`src/rtl/ifu_fetch_param.sv`:
```
// Parametrised instruction fetch unit: boots at RESET_PC, then fetches each next PC from WBU
// over a single-outstanding request/response port and hands the 32-bit lane to IDU.
module ifu_fetch_param #(
  parameter int              XLEN        = 64,
  parameter int              ADDR_W      = 32,
  parameter int              MEM_DW      = 64,
  parameter logic [XLEN-1:0] RESET_PC    = 'h80000000,
  parameter int              START_DELAY = 10
) (
  input  logic              clock,
  input  logic              reset,
  output logic              ioWBU_ready,
  input  logic              ioWBU_valid,
  input  logic [XLEN-1:0]   ioWBU_npc,
  input  logic              ioIFU_ready,
  output logic              ioIFU_valid,
  output logic [31:0]       ioIFU_inst,
  output logic [XLEN-1:0]   ioIFU_pc,
  output logic [XLEN-1:0]   ioIFU_pc4,
  output logic [1:0]        ioIFU_fault,
  output logic              ioMem_reqValid,
  input  logic              ioMem_reqReady,
  output logic [ADDR_W-1:0] ioMem_addr,
  input  logic              ioMem_respValid,
  input  logic [MEM_DW-1:0] ioMem_rData,
  input  logic              ioMem_respErr,
  output logic [2:0]        dbg_state
);

  localparam int NLANES = MEM_DW / 32;
  localparam int OFF_W  = $clog2(MEM_DW / 8);
  localparam int LANE_W = (NLANES > 1) ? $clog2(NLANES) : 1;
  localparam int CNT_W  = 32;
  localparam logic [CNT_W-1:0] DELAY = CNT_W'(START_DELAY);

  localparam logic [1:0] FAULT_NONE = 2'b00;
  localparam logic [1:0] FAULT_MIS  = 2'b01;
  localparam logic [1:0] FAULT_ACC  = 2'b10;

  typedef enum logic [2:0] {
    BOOT = 3'd0,
    IDLE = 3'd1,
    REQ  = 3'd2,
    WAIT = 3'd3,
    HOLD = 3'd4
  } state_t;

  state_t            state;
  logic [CNT_W-1:0]  boot_cnt;
  logic [LANE_W-1:0] lane_idx;
  logic [31:0]       lane_data;
  logic              npc_misaligned;

  // Memory address is the fetch PC truncated to ADDR_W and aligned to one data beat.
  function automatic logic [ADDR_W-1:0] beat_addr(input logic [XLEN-1:0] p);
    logic [ADDR_W-1:0] a;
    a = p[ADDR_W-1:0];
    a[OFF_W-1:0] = '0;
    return a;
  endfunction

  generate
    if (NLANES > 1) begin : g_multi_lane
      assign lane_idx = ioIFU_pc[OFF_W-1:2];
    end else begin : g_single_lane
      assign lane_idx = '0;
    end
  endgenerate

  always_comb begin
    lane_data = ioMem_rData[31:0];
    for (int i = 0; i < NLANES; i++) begin
      if (lane_idx == LANE_W'(i)) lane_data = ioMem_rData[i*32 +: 32];
    end
  end

  assign npc_misaligned = (ioWBU_npc[1:0] != 2'b00);
  assign ioWBU_ready    = (state == IDLE);
  assign dbg_state      = state;

  // Handshakes: a transfer happens on a rising clock edge where valid and ready are both 1;
  // the producer keeps valid and its payload stable until that edge.
  always_ff @(posedge clock or negedge reset) begin
    if (!reset) begin
      state          <= BOOT;
      boot_cnt       <= '0;
      ioIFU_valid    <= 1'b0;
      ioIFU_inst     <= '0;
      ioIFU_fault    <= FAULT_NONE;
      ioIFU_pc       <= RESET_PC;
      ioIFU_pc4      <= '0;
      ioMem_reqValid <= 1'b0;
      ioMem_addr     <= '0;
    end else begin
      case (state)
        BOOT: begin
          if (boot_cnt != '1) boot_cnt <= boot_cnt + CNT_W'(1);
          if (boot_cnt == DELAY) begin
            ioIFU_pc       <= RESET_PC;
            ioIFU_pc4      <= RESET_PC + XLEN'(4);
            ioMem_reqValid <= 1'b1;
            ioMem_addr     <= beat_addr(RESET_PC);
            state          <= REQ;
          end
        end
        IDLE: begin
          if (ioWBU_valid) begin
            ioIFU_pc  <= ioWBU_npc;
            ioIFU_pc4 <= ioWBU_npc + XLEN'(4);
            // A misaligned PC never reaches memory; it is reported straight away.
            if (npc_misaligned) begin
              ioIFU_fault <= FAULT_MIS;
              ioIFU_inst  <= '0;
              ioIFU_valid <= 1'b1;
              state       <= HOLD;
            end else begin
              ioMem_reqValid <= 1'b1;
              ioMem_addr     <= beat_addr(ioWBU_npc);
              state          <= REQ;
            end
          end
        end
        REQ: begin
          if (ioMem_reqReady) begin
            ioMem_reqValid <= 1'b0;
            ioMem_addr     <= '0;
            state          <= WAIT;
          end
        end
        WAIT: begin
          if (ioMem_respValid) begin
            if (ioMem_respErr) begin
              ioIFU_inst  <= '0;
              ioIFU_fault <= FAULT_ACC;
            end else begin
              ioIFU_inst  <= lane_data;
              ioIFU_fault <= FAULT_NONE;
            end
            ioIFU_valid <= 1'b1;
            state       <= HOLD;
          end
        end
        HOLD: begin
          if (ioIFU_ready) begin
            ioIFU_valid <= 1'b0;
            state       <= IDLE;
          end
        end
        default: state <= BOOT;
      endcase
    end
  end

endmodule
```
`config.mk`:
```
export PLATFORM = sky130hd
export DESIGN_NAME = ifu_fetch_param
export DESIGN_NICKNAME = d
export VERILOG_FILES = /design/src/rtl/ifu_fetch_param.sv
export SDC_FILE = /design/constraint.sdc
export NUM_CORES = 1
export LEC_CHECK = 0
export BUFFER_PORTS_ARGS = -buffer_cell sky130_fd_sc_hd__buf_2
export CAP_MARGIN = 15
export CORE_MARGIN = 4
export CORE_UTILIZATION = 50
export CTS_CLUSTER_DIAMETER = 100
export CTS_CLUSTER_SIZE = 20
export DETAILED_ROUTE_END_ITERATION = 6
export HOLD_SLACK_MARGIN = 0.1
export PLACE_DENSITY = 0.79
export SYNTH_ARGS = -nofsm -noshare
export SYNTH_HDL_FRONTEND = slang
export SYNTH_SLANG_ARGS = --single-unit
export TNS_END_PERCENT = 10
```
`constraint.sdc`:
```
create_clock -name clock -period 4.05 [get_ports clock]
set_input_delay 0.81 -clock clock [delete_from_list [all_inputs] [get_ports clock]]
set_output_delay 0.81 -clock clock [all_outputs]
set_load 0.01 [all_outputs]
```
==> results.ini, run 1 <==
[outcome]
status=completed

[floorplan]
die_area_mm2=0.0230
die_h_um=152
start_util_pct=51.0
row_count=52
io-pin-count=335
core_area_mm2=0.0202
dieWidth_um=152

[synth]
syn_area_per_cell_um2=9.98
synth_edf_count=0
ys_seq_area_share_pct=54.8
yosysMostFrequentCell=dfrtp_1
synth_flop_cell=dfrtp_1
synth_top_cells_by_count=dfrtp_1, nand2_1, o21ai_0
synthTopCellsByArea=dfrtp_1, nand2_1, o21ai_0, xnor2_1, a22o_1
ys_warn_count=0
synth_top_area_share_pct=54.6
synth-async-reset-ratio_pct=100
syn_area_mm2=0.0103
synth_largest_area_cell=dfrtp_1
ys_ff_latch=226
synth_cell_types=55
synth_cells=1033

[placement]
pre_cts_slack_ns=1.02
place_area_mm2=0.0122
gp_congestion=0.909
io_buffers=331
dp.final_hpwl_um=23100

[finish]
final_core_util_pct=62.6
final_area_mm2=0.0127
syn_to_final_growth_pct=22.9
drive_above_1_share_pct=28.7
fin_nets=1475

[clock_network]
cts_tree=built
clk_pin_slew_ns=0.09
root_buffer=clkbuf_16
cts_num_sinks=226
hold_buffers=0
cts_setup_buffers=0
cts.path.max_buffers=3
cts_resized=0
cts_htree_levels=1
clock_latency_ns=0.48
cts_buffers=15

[detailed_routing]
viasPerCell=5.58
vias=9000
wl_per_cell_um=19.3
first_pass_iters=5
wl_um=31100
drtIter0Drc=557
drc=0
ant_nets=0

[critical_path]
endpoint_kind=output pin
cp_max_fo=31
critical_path_class=reg2out
rr_startpoint=boot_cnt[0]
r2r_end=ioIFU_pc4[39]
max_stage_delay_ns=0.56
cp_slowest_cell=dfrtp_1
reg2reg_depth=10
worstPathRequired_ns=3.24
r2r_slack_ns=1.41
critPathArrivalTime_ns=1.93
critPathLaunchType=flop
path_cells=nor3b_2 -> buf_4 -> buf_2

[power]
leakagePower_nw=6.16
finalPower_mw=7.95
ir_drop_mv=0.459
power.density_mw_per_mm2=627

[sta]
hold_viol_final=0
setup_violations=0
tns_ns=0
finalClockSkew_ns=0.0215
drv_slew=0
worst_slack_ns=1.31
min_period_ns=2.74
tightest_slew_ns=0.830
clock.fmax_ghz=0.365
rsz0062_at_grt=no
post-route-period-util_pct=67.7
slew-limit-headroom_pct=44.6

[global_routing]
grt_antenna_before_repair=0
grt_pass1_wl_um=46900
grt_pass1_vias=8566
grt_overflow=0
track_usage_pct=25.9
grt_max_degree=111

[run]
drv_cap=0

[min_path]
min_path_type=in2async

## stage by stage
| step | cells | hold WS, ns |
|---|---|---|
| after floorplan | 1035 | 0.465 |
| after global placement | 1588 | 0.454 |
| after detailed placement | 1588 | 0.462 |
| after CTS | 1610 | 0.426 |
| after global routing | 1612 | 0.440 |
| final | 1613 | 0.384 |
## state kept, by name (all words and copies together), names as in the netlist
register / count
dbg_state: 3
boot_cnt: 32
ioIFU_fault: 2
ioIFU_inst: 32
ioIFU_valid: 1
ioIFU_pc: 64
ioMem_addr: 29
ioIFU_pc4: 62
ioMem_reqValid: 1
## critical path, delay by kind of cell, from the launching register on
kind,cells,cell delay (ns)
buf+inv,2,0.60
flops,1,0.56
simple gates,1,0.27
## placed cells by master (no fill, tap or decap), types with 6 or more instances in the layout
cell and count:
a21oi_1 6, a22o_1 39, and3_1 14, and4_1 7, buf_2 330, buf_4 14
clkbuf_1 6, clkbuf_16 15, dfrtp_1 224, inv_1 14, mux2i_1 32, nand2_1 217
nand3_1 39, nand4_1 27, nor2_1 31, nor3_1 16, nor4_1 16, o21ai_0 99
o21ai_1 13, o31ai_1 36, xnor2_1 51, xor2_1 37
## cell type report
| cell class | instances | area (um2) |
|---|---|---|
| Antenna cell | 1 | 2.50 |
| Fill cell | 1647 | 7560 |
| Tap cell | 270 | 338 |
| Multi-Input combinational cell | 732 | 4380 |
| Sequential cell | 226 | 5660 |
| Clock buffer | 21 | 398 |
| Timing Repair Buffer | 348 | 1830 |
| Clock inverter | 1 | 16.3 |
| Inverter | 14 | 52.6 |
## report_power, final
part / leakage [nW] / internal (mW) / total, mW / switching, mW
Combinational: 2.98 / 1.15 / 3.01 / 1.86
Clock: 0.199 / 0.697 / 1.46 / 0.762
Sequential: 2.98 / 3.02 / 3.48 / 0.463
Total: 6.16 / 4.86 / 7.95 / 3.09
## kinds of logic after synthesis
logic type	share of synthesized area [%]
flops	54.8
simple gates	18.2
xor+xnor	7.47
buf+inv	3.07
other cells	0.0364
compound gates	12.8
mux	3.21
fa+ha+maj	0.364
## worst max path at each step
stage / start / cells past startpoint / to
finish: dbg_state[1] / 3 / ioWBU_ready
floorplan: ioWBU_npc[2] / 7 / ioIFU_pc4[44]
CTS: boot_cnt[0] / 9 / ioIFU_pc4[47]
detailed placement: ioWBU_npc[2] / 8 / ioIFU_pc4[44]
global route: dbg_state[1] / 3 / ioWBU_ready
global placement: ioWBU_npc[3] / 8 / ioIFU_pc4[44]
## per-layer routing
metal | wire length, um | global-route usage, % | part of all wire [%] | vias to the layer above
met2 | 14900 | 42.3 | 48 | 373
met1 | 12000 | 33.2 | 39 | 4350
met5 | 0 | 0 | 0 | -
met4 | 1360 | 10.8 | 4.4 | 0
li1 | - | - | - | 4211
met3 | 2850 | 6.16 | 9.1 | 66
(Power assumes the default switching activity.)
==> run 2: changes to the inputs <==
--- a/config.mk
+++ b/config.mk
@@ -8,12 +8,12 @@
 export BUFFER_PORTS_ARGS = -buffer_cell sky130_fd_sc_hd__buf_2
 export CAP_MARGIN = 15
 export CORE_MARGIN = 4
-export CORE_UTILIZATION = 50
+export CORE_UTILIZATION = 46
 export CTS_CLUSTER_DIAMETER = 100
 export CTS_CLUSTER_SIZE = 20
 export DETAILED_ROUTE_END_ITERATION = 6
 export HOLD_SLACK_MARGIN = 0.1
-export PLACE_DENSITY = 0.79
+export PLACE_DENSITY = 0.76
 export SYNTH_ARGS = -nofsm -noshare
 export SYNTH_HDL_FRONTEND = slang
 export SYNTH_SLANG_ARGS = --single-unit
==> constraint.sdc (replaced) <==
create_clock -name clock -period 2.22 [get_ports clock]
set_input_delay 0.444 -clock clock [delete_from_list [all_inputs] [get_ports clock]]
set_output_delay 0.444 -clock clock [all_outputs]
set_load 0.01 [all_outputs]
==> results.ini, run 2 (synthesis gave the netlist of run 1 again) <==
[sta]
rsz0062_at_grt=yes
worst_slack_ns=0.0602  ; -1.25 ns
whs_ns=0.175  ; -0.210 ns
min_period_ns=2.16
slew-limit-headroom_pct=60.4  ; +16 points
tightest_slew_ns=0.594  ; -0.237 ns
hold_viol_final=0  ; unchanged
clock.fmax_ghz=0.463
post-route-period-util_pct=97.3
finalClockSkew_ns=0.0397  ; +0.0183 ns
tns_ns=0  ; unchanged
setup_violations=0  ; unchanged
drv_slew=0  ; unchanged

[clock_network]
root_buffer=clkbuf_16
cts_htree_levels=1  ; unchanged
cts.path.max_buffers=3  ; unchanged
clk_pin_slew_ns=0.08  ; about the same
clock_latency_ns=0.49  ; about the same
cts_tree=built
cts_num_sinks=226  ; unchanged
cts_buffers=15  ; unchanged

[placement]
dp.final_hpwl_um=23500  ; +1.9%
gp_congestion=0.873  ; -4.0%
io_buffers=331  ; unchanged
pre_cts_slack_ns=-0.183  ; -1.20 ns

[global_routing]
grt_pass1_vias=9024  ; +5.3%
groute.layer.met1.usage_pct=30.3  ; -2.9 points
grt_antenna_before_repair=0  ; unchanged
busiest_layer=met2
grt_pass1_wl_um=47000  ; +0.16%
met2_usage_pct=39.7  ; -2.5 points
grt_max_degree=68  ; -39%
grtUsageMet3_pct=3.64  ; -2.5 points
grt_overflow=0  ; unchanged
track_usage_pct=23.5  ; -2.3 points

[critical_path]
critical_path_class=reg2out
cp_max_fo=31  ; unchanged
endpoint_kind=output pin
crit_family=buffers and inverters
max_stage_delay_ns=0.44  ; -0.12 ns
worstPathRequired_ns=1.78  ; -1.46 ns
cp_slowest_cell=dfrtp_1
path_cells=nor3b_2 -> buf_6 -> buf_2
critPathLaunchType=flop
critPathArrivalTime_ns=1.72  ; -0.21 ns
path_buf_inv=2  ; unchanged

[finish]
top_register=ioIFU_pc
diodes=0  ; -1
largest_register_ffs=64  ; unchanged
final_core_util_pct=60.2  ; -2.4 points
final_common_cell=buf_2
reg.largest.list=ioIFU_pc (64), ioIFU_pc4 (62)
final_cell_mix=buf_2, dfrtp_1, nand2_1, o21ai_0, buf_4
syn_to_final_growth_pct=28.2
drive_above_1_share_pct=32.0  ; +3.3 points
fin_nets=1535  ; +4.1%

[outcome]
status=completed

[floorplan]
start_util_pct=47.0  ; -4.0 points
die_area_mm2=0.0249  ; +8.2%
row_count=54  ; +3.8%
io-pin-count=335  ; unchanged
dieWidth_um=158  ; +4.0%
die_h_um=158  ; +4.0%
core_area_mm2=0.0220  ; +8.5%

[detailed_routing]
drc=0  ; unchanged
viasPerCell=5.54  ; -0.79%
wl_per_cell_um=18.4  ; -4.4%
first_pass_iters=7  ; +2
wl_um=31000  ; -0.30%
drtIter0Drc=636  ; +14%
ant_nets=0  ; unchanged
vias=9316  ; +3.5%

[power]
power.density_mw_per_mm2=1120  ; +78%
ir_drop_mv=0.584  ; +27%
finalPower_mw=14.8  ; +86%
leakagePower_nw=6.47  ; +5.1%

[run]
drv_cap=0  ; unchanged

[min_path]
min_path_type=in2reg

-- run 2: cell count changes in the layout (fill, tap and decap cells not counted), sizes merged --
cell and change:
buf +58, diode -1, dlygate4sd3 +1, inv +1, nor2 +1
-- run 2: final timing paths --
| path | slack, ns | cells after the start | from | end |
|---|---|---|---|---|
| worst min register to register | 0.48 | 2 | ioIFU_inst[19] | ioIFU_inst[19] |
| min in group asynchronous | 0.47 | 2 | reset | ioIFU_pc[4] |
| worst max-delay path | 0.06 | 3 | dbg_state[1] | ioWBU_ready |
| worst min-delay path | 0.17 | 2 | ioIFU_ready | dbg_state[2] |
| max in group asynchronous | 0.98 | 3 | reset | ioIFU_valid |
| worst max register to register | 0.14 | 10 | boot_cnt[0] | ioIFU_pc4[54] |
-- run 2: report_power, final --
group          internal [mW]  leakage (nW)  switching (mW)
Combinational           2.27          3.29            3.47
Clock                   1.28         0.204            1.41
Sequential              5.51          2.98           0.832
Total                   9.06          6.47            5.72
-- run 2: metal layers --
| layer | share of wire [%] | vias up |
|---|---|---|
| li1 | - | 4332 |
| met1 | 40 | 4480 |
| met2 | 48 | 414 |
| met3 | 7.5 | 90 |
| met4 | 4.6 | 0 |
| met5 | 0 | - |
-- run 2: layout make-up --
type                            instances  area [um2]
Timing Repair Buffer                  407        2330
Clock inverter                          2        25.0
Inverter                               14        52.6
Multi-Input combinational cell        733        4410
Tap cell                              280         350
Fill cell                            1865        8740
Sequential cell                       226        5660
Clock buffer                           21         398
-- run 2: through the flow --
stage / cell area (um2) / cells
final: 13200 / 1683
after global routing: 13200 / 1683
after CTS: 13200 / 1681
after detailed placement: 12700 / 1657
after global placement: 12700 / 1657
after floorplan: 10300 / 1035
-- run 2: repair_timing --
item / in CTS / in global routing
hold buffers: 1 / 0
hold endpoints to repair: 54 / 0
endpoints found under the setup margin: 4 / 152
cloned: 0 / 1
pin swaps: 0 / 4
resized for setup: 2 / 4
buffers inserted: 0 / 1
==> run 3: changes to the inputs <==
--- a/config.mk
+++ b/config.mk
@@ -5,15 +5,16 @@
 export SDC_FILE = /design/constraint.sdc
 export NUM_CORES = 1
 export LEC_CHECK = 0
+export ABC_AREA = 1
 export BUFFER_PORTS_ARGS = -buffer_cell sky130_fd_sc_hd__buf_2
 export CAP_MARGIN = 15
 export CORE_MARGIN = 4
-export CORE_UTILIZATION = 46
+export CORE_UTILIZATION = 48
 export CTS_CLUSTER_DIAMETER = 100
 export CTS_CLUSTER_SIZE = 20
 export DETAILED_ROUTE_END_ITERATION = 6
 export HOLD_SLACK_MARGIN = 0.1
-export PLACE_DENSITY = 0.76
+export PLACE_DENSITY = 0.77
 export SYNTH_ARGS = -nofsm -noshare
 export SYNTH_HDL_FRONTEND = slang
 export SYNTH_SLANG_ARGS = --single-unit
==> results.ini, run 3 <==
[sta]
setup_violations=0  ; unchanged
tightest_slew_ns=0.647  ; +0.0535 ns
drv_slew=0  ; unchanged
min_period_ns=2.08  ; -0.0766 ns
post-route-period-util_pct=93.8  ; -3.4 points
whs_ns=0.165  ; -0.00982 ns
finalClockSkew_ns=0.0366  ; -0.00310 ns
hold_viol_final=0  ; unchanged
rsz0062_at_grt=no
slew-limit-headroom_pct=56.9  ; -3.6 points
clock.fmax_ghz=0.480  ; +3.7%
tns_ns=0  ; unchanged

[critical_path]
critPathArrivalTime_ns=2.45  ; +0.73 ns
cp_max_fo=98  ; +220%
worstPathRequired_ns=2.59  ; +0.81 ns
critical_path_class=reg2reg
rr_startpoint=boot_cnt[0]
r2r_end=ioIFU_pc[36]
r2r_slack_ns=0.14  ; about the same
critPathLaunchType=flop
endpoint_kind=flop
reg2reg_depth=10  ; unchanged

[power]
power.density_mw_per_mm2=1080  ; -3.5%
ir_drop_mv=0.880  ; +51%
switching_share_pct=43.4  ; +4.7 points
p_int_mw=9.15  ; +1.0%
pwr-share-seq_pct=40.9  ; -2.0 points
finalPower_mw=16.2  ; +9.3%
clkPwrFrac_pct=17.1  ; -1.1 points
leakagePower_nw=8.28  ; +28%
p_comb_share_pct=42.0  ; +3.1 points
netSwitchingPower_mw=7.01  ; +23%

[min_path]
min_path_type=in2reg
min-delay-start=ioWBU_npc[1]
hold_depth=3  ; +1
min_to=ioIFU_pc[1]

[detailed_routing]
wl_per_cell_um=18.8  ; +1.8%
first_pass_iters=5  ; -2
drtIter0Drc=1471  ; +130%
viasPerCell=5.42  ; -2.1%
wl_um=45100  ; +45%
ant_nets=0  ; unchanged
vias=13000  ; +40%
drc=0  ; unchanged

[synth]
ys_warn_count=0  ; unchanged
synth_largest_area_cell=dfrtp_1
synth_top_cells_by_count=nand2_1, nor2_1, dfrtp_1
synth_top_area_share_pct=45.8  ; -8.8 points
synth_edf_count=0  ; unchanged
synth-async-reset-ratio_pct=100  ; unchanged
yosysMostFrequentCell=nand2_1
syn_area_mm2=0.0123  ; +19%
synth_flop_cell=dfrtp_1
synth_cells=1731  ; +68%
synth_cell_types=30  ; -45%
ys_seq_area_share_pct=46.0  ; -8.9 points
synthTopCellsByArea=dfrtp_1, nand2_1, nor2_1, inv_1, nand3_1
syn_area_per_cell_um2=7.11  ; -29%
ys_ff_latch=226  ; unchanged

[outcome]
status=completed

[floorplan]
dieWidth_um=168  ; +6.6%
io-pin-count=335  ; unchanged
row_count=58  ; +7.4%
start_util_pct=48.9  ; +1.9 points
core_area_mm2=0.0252  ; +15%
die_h_um=168  ; +6.6%
die_area_mm2=0.0283  ; +14%

[finish]
reg.largest.list=ioIFU_pc (64), ioIFU_pc4 (62)
top_register=ioIFU_pc
final_cell_mix=nand2_1, buf_2, nor2_1, dfrtp_1, inv_1
n_fill_cell=2320  ; +24%
final_common_cell=nand2_1
syn_to_final_growth_pct=21.8
largest_register_ffs=64  ; unchanged
fin_nets=2204  ; +44%
drive_above_1_share_pct=20.1  ; -12 points

[global_routing]
grt_overflow=0  ; unchanged
grt_pass1_vias=12500  ; +38%
grt_max_degree=99  ; +46%
grt_antenna_before_repair=4  ; +4
grt_pass1_wl_um=70700  ; +51%
track_usage_pct=31.3  ; +7.8 points

[clock_network]
cts.path.max_buffers=3  ; unchanged
cts_num_sinks=226  ; unchanged
cts_setup_buffers=0  ; unchanged
clock_latency_ns=0.51  ; +0.02 ns
root_buffer=clkbuf_16
cts_htree_levels=1  ; unchanged
cts_buffers=15  ; unchanged
clk_pin_slew_ns=0.09  ; about the same
cts_tree=built

[run]
drv_cap=0  ; unchanged

[placement]
dp.final_hpwl_um=35700  ; +52%
gp_congestion=1.00  ; +15%
io_buffers=331  ; unchanged

## run 3: cell count changes in the layout (fill, tap and decap cells not counted), moves of 13 or more
cell	delta
a22o_1	-39
and3_1	-14
buf_4	-23
inv_1	+132
nand2_1	+458
nand3_1	+63
nand4_1	+26
nor2_1	+201
nor4_1	-14
o21ai_0	-13
xnor2_1	-50
xor2_1	-22
## run 3: worst max-delay path by stage
stage / from / end / cells past startpoint
2_1_floorplan: boot_cnt[0] / ioIFU_pc4[26] / 11
3_3_place_gp: ioWBU_npc[7] / ioIFU_pc4[57] / 8
3_5_place_dp: ioWBU_npc[3] / ioIFU_pc4[62] / 11
4_1_cts: dbg_state[2] / ioWBU_ready / 4
5_1_grt: boot_cnt[0] / ioIFU_pc[38] / 10
6_report: boot_cnt[0] / ioIFU_pc[36] / 10
## run 3: critical path, cell delays in order (launching register included)
cell and delay, ns:
dfrtp_1 0.40, inv_1 0.11, ha_1 0.16, nand3_1 0.08, nor2_1 0.13, nand2_1 0.10, o21ai_2 0.33, nand2_4 0.12
buf_12 0.22, nand2_1 0.13, o21ai_0 0.09
## run 3: repair_timing
action | in CTS | in global routing
endpoints found under the setup margin | 0 | 26
gates resized for setup | 0 | 1
hold buffers | 1 | 0
endpoints found under the hold margin | 53 | 0
## run 3: cell families (layout without fill, tap and decap cells)
| logic type | after synthesis | in the layout | share of synthesized area [%] |
|---|---|---|---|
| buffers and inverters | 219 | 557 | 7.37 |
| XOR/XNOR | 16 | 16 | 1.14 |
| AO/OA/AOI/OAI | 139 | 139 | 6.40 |
| AND/OR/NAND/NOR | 1095 | 1095 | 36.2 |
| flip-flops | 226 | 226 | 46.0 |
| multiplexers | 32 | 32 | 2.60 |
| adder cells (fa/ha/maj) | 3 | 3 | 0.305 |
| other | 1 | 5 | 0.0305 |
## run 3: metrics by stage
stage	instances	area [um2]	util, %	worst slack [ns]
3_5_place_dp	2378	14500	57.8	0.166
5_1_grt	2401	15000	59.5	0.00517
2_1_floorplan	1733	12300	-	0.501
6_report	2403	15000	59.5	0.137
3_3_place_gp	2378	14500	57.8	0.145
4_1_cts	2401	15000	59.5	0.0229
## run 3: layout make-up
type / count / area [um2] / share of cell area, %
multi-input combinational: 1288 / 5760 / 38.4
sequential: 226 / 5660 / 37.7
timing repair buffer: 384 / 2170 / 14.5
inverter: 151 / 567 / 3.78
tap: 330 / 413 / 2.75
clock buffer: 20 / 394 / 2.63
clock inverter: 2 / 25.0 / 0.167
antenna: 2 / 5.00 / 0.0334
## run 3: per-layer routing
| metal | track usage [%] | up-vias | wire length (um) |
|---|---|---|---|
| li1 | - | 6151 | - |
| met1 | 45.8 | 6151 | 19600 |
| met2 | 47.9 | 626 | 20100 |
| met3 | 6.90 | 85 | 4210 |
| met4 | 7.34 | 4 | 1190 |
| met5 | 0 | - | 26 |
## run 3: power groups by stage
stage | combinational [mW] | sequential (mW) | clock, mW
2_1_floorplan | 3.25 | 7.00 | 0
3_3_place_gp | 6.67 | 6.62 | 0
3_5_place_dp | 6.82 | 6.61 | 0
4_1_cts | 6.84 | 6.58 | 2.80
5_1_grt | 7.50 | 6.77 | 2.94
6_report | 6.79 | 6.61 | 2.76
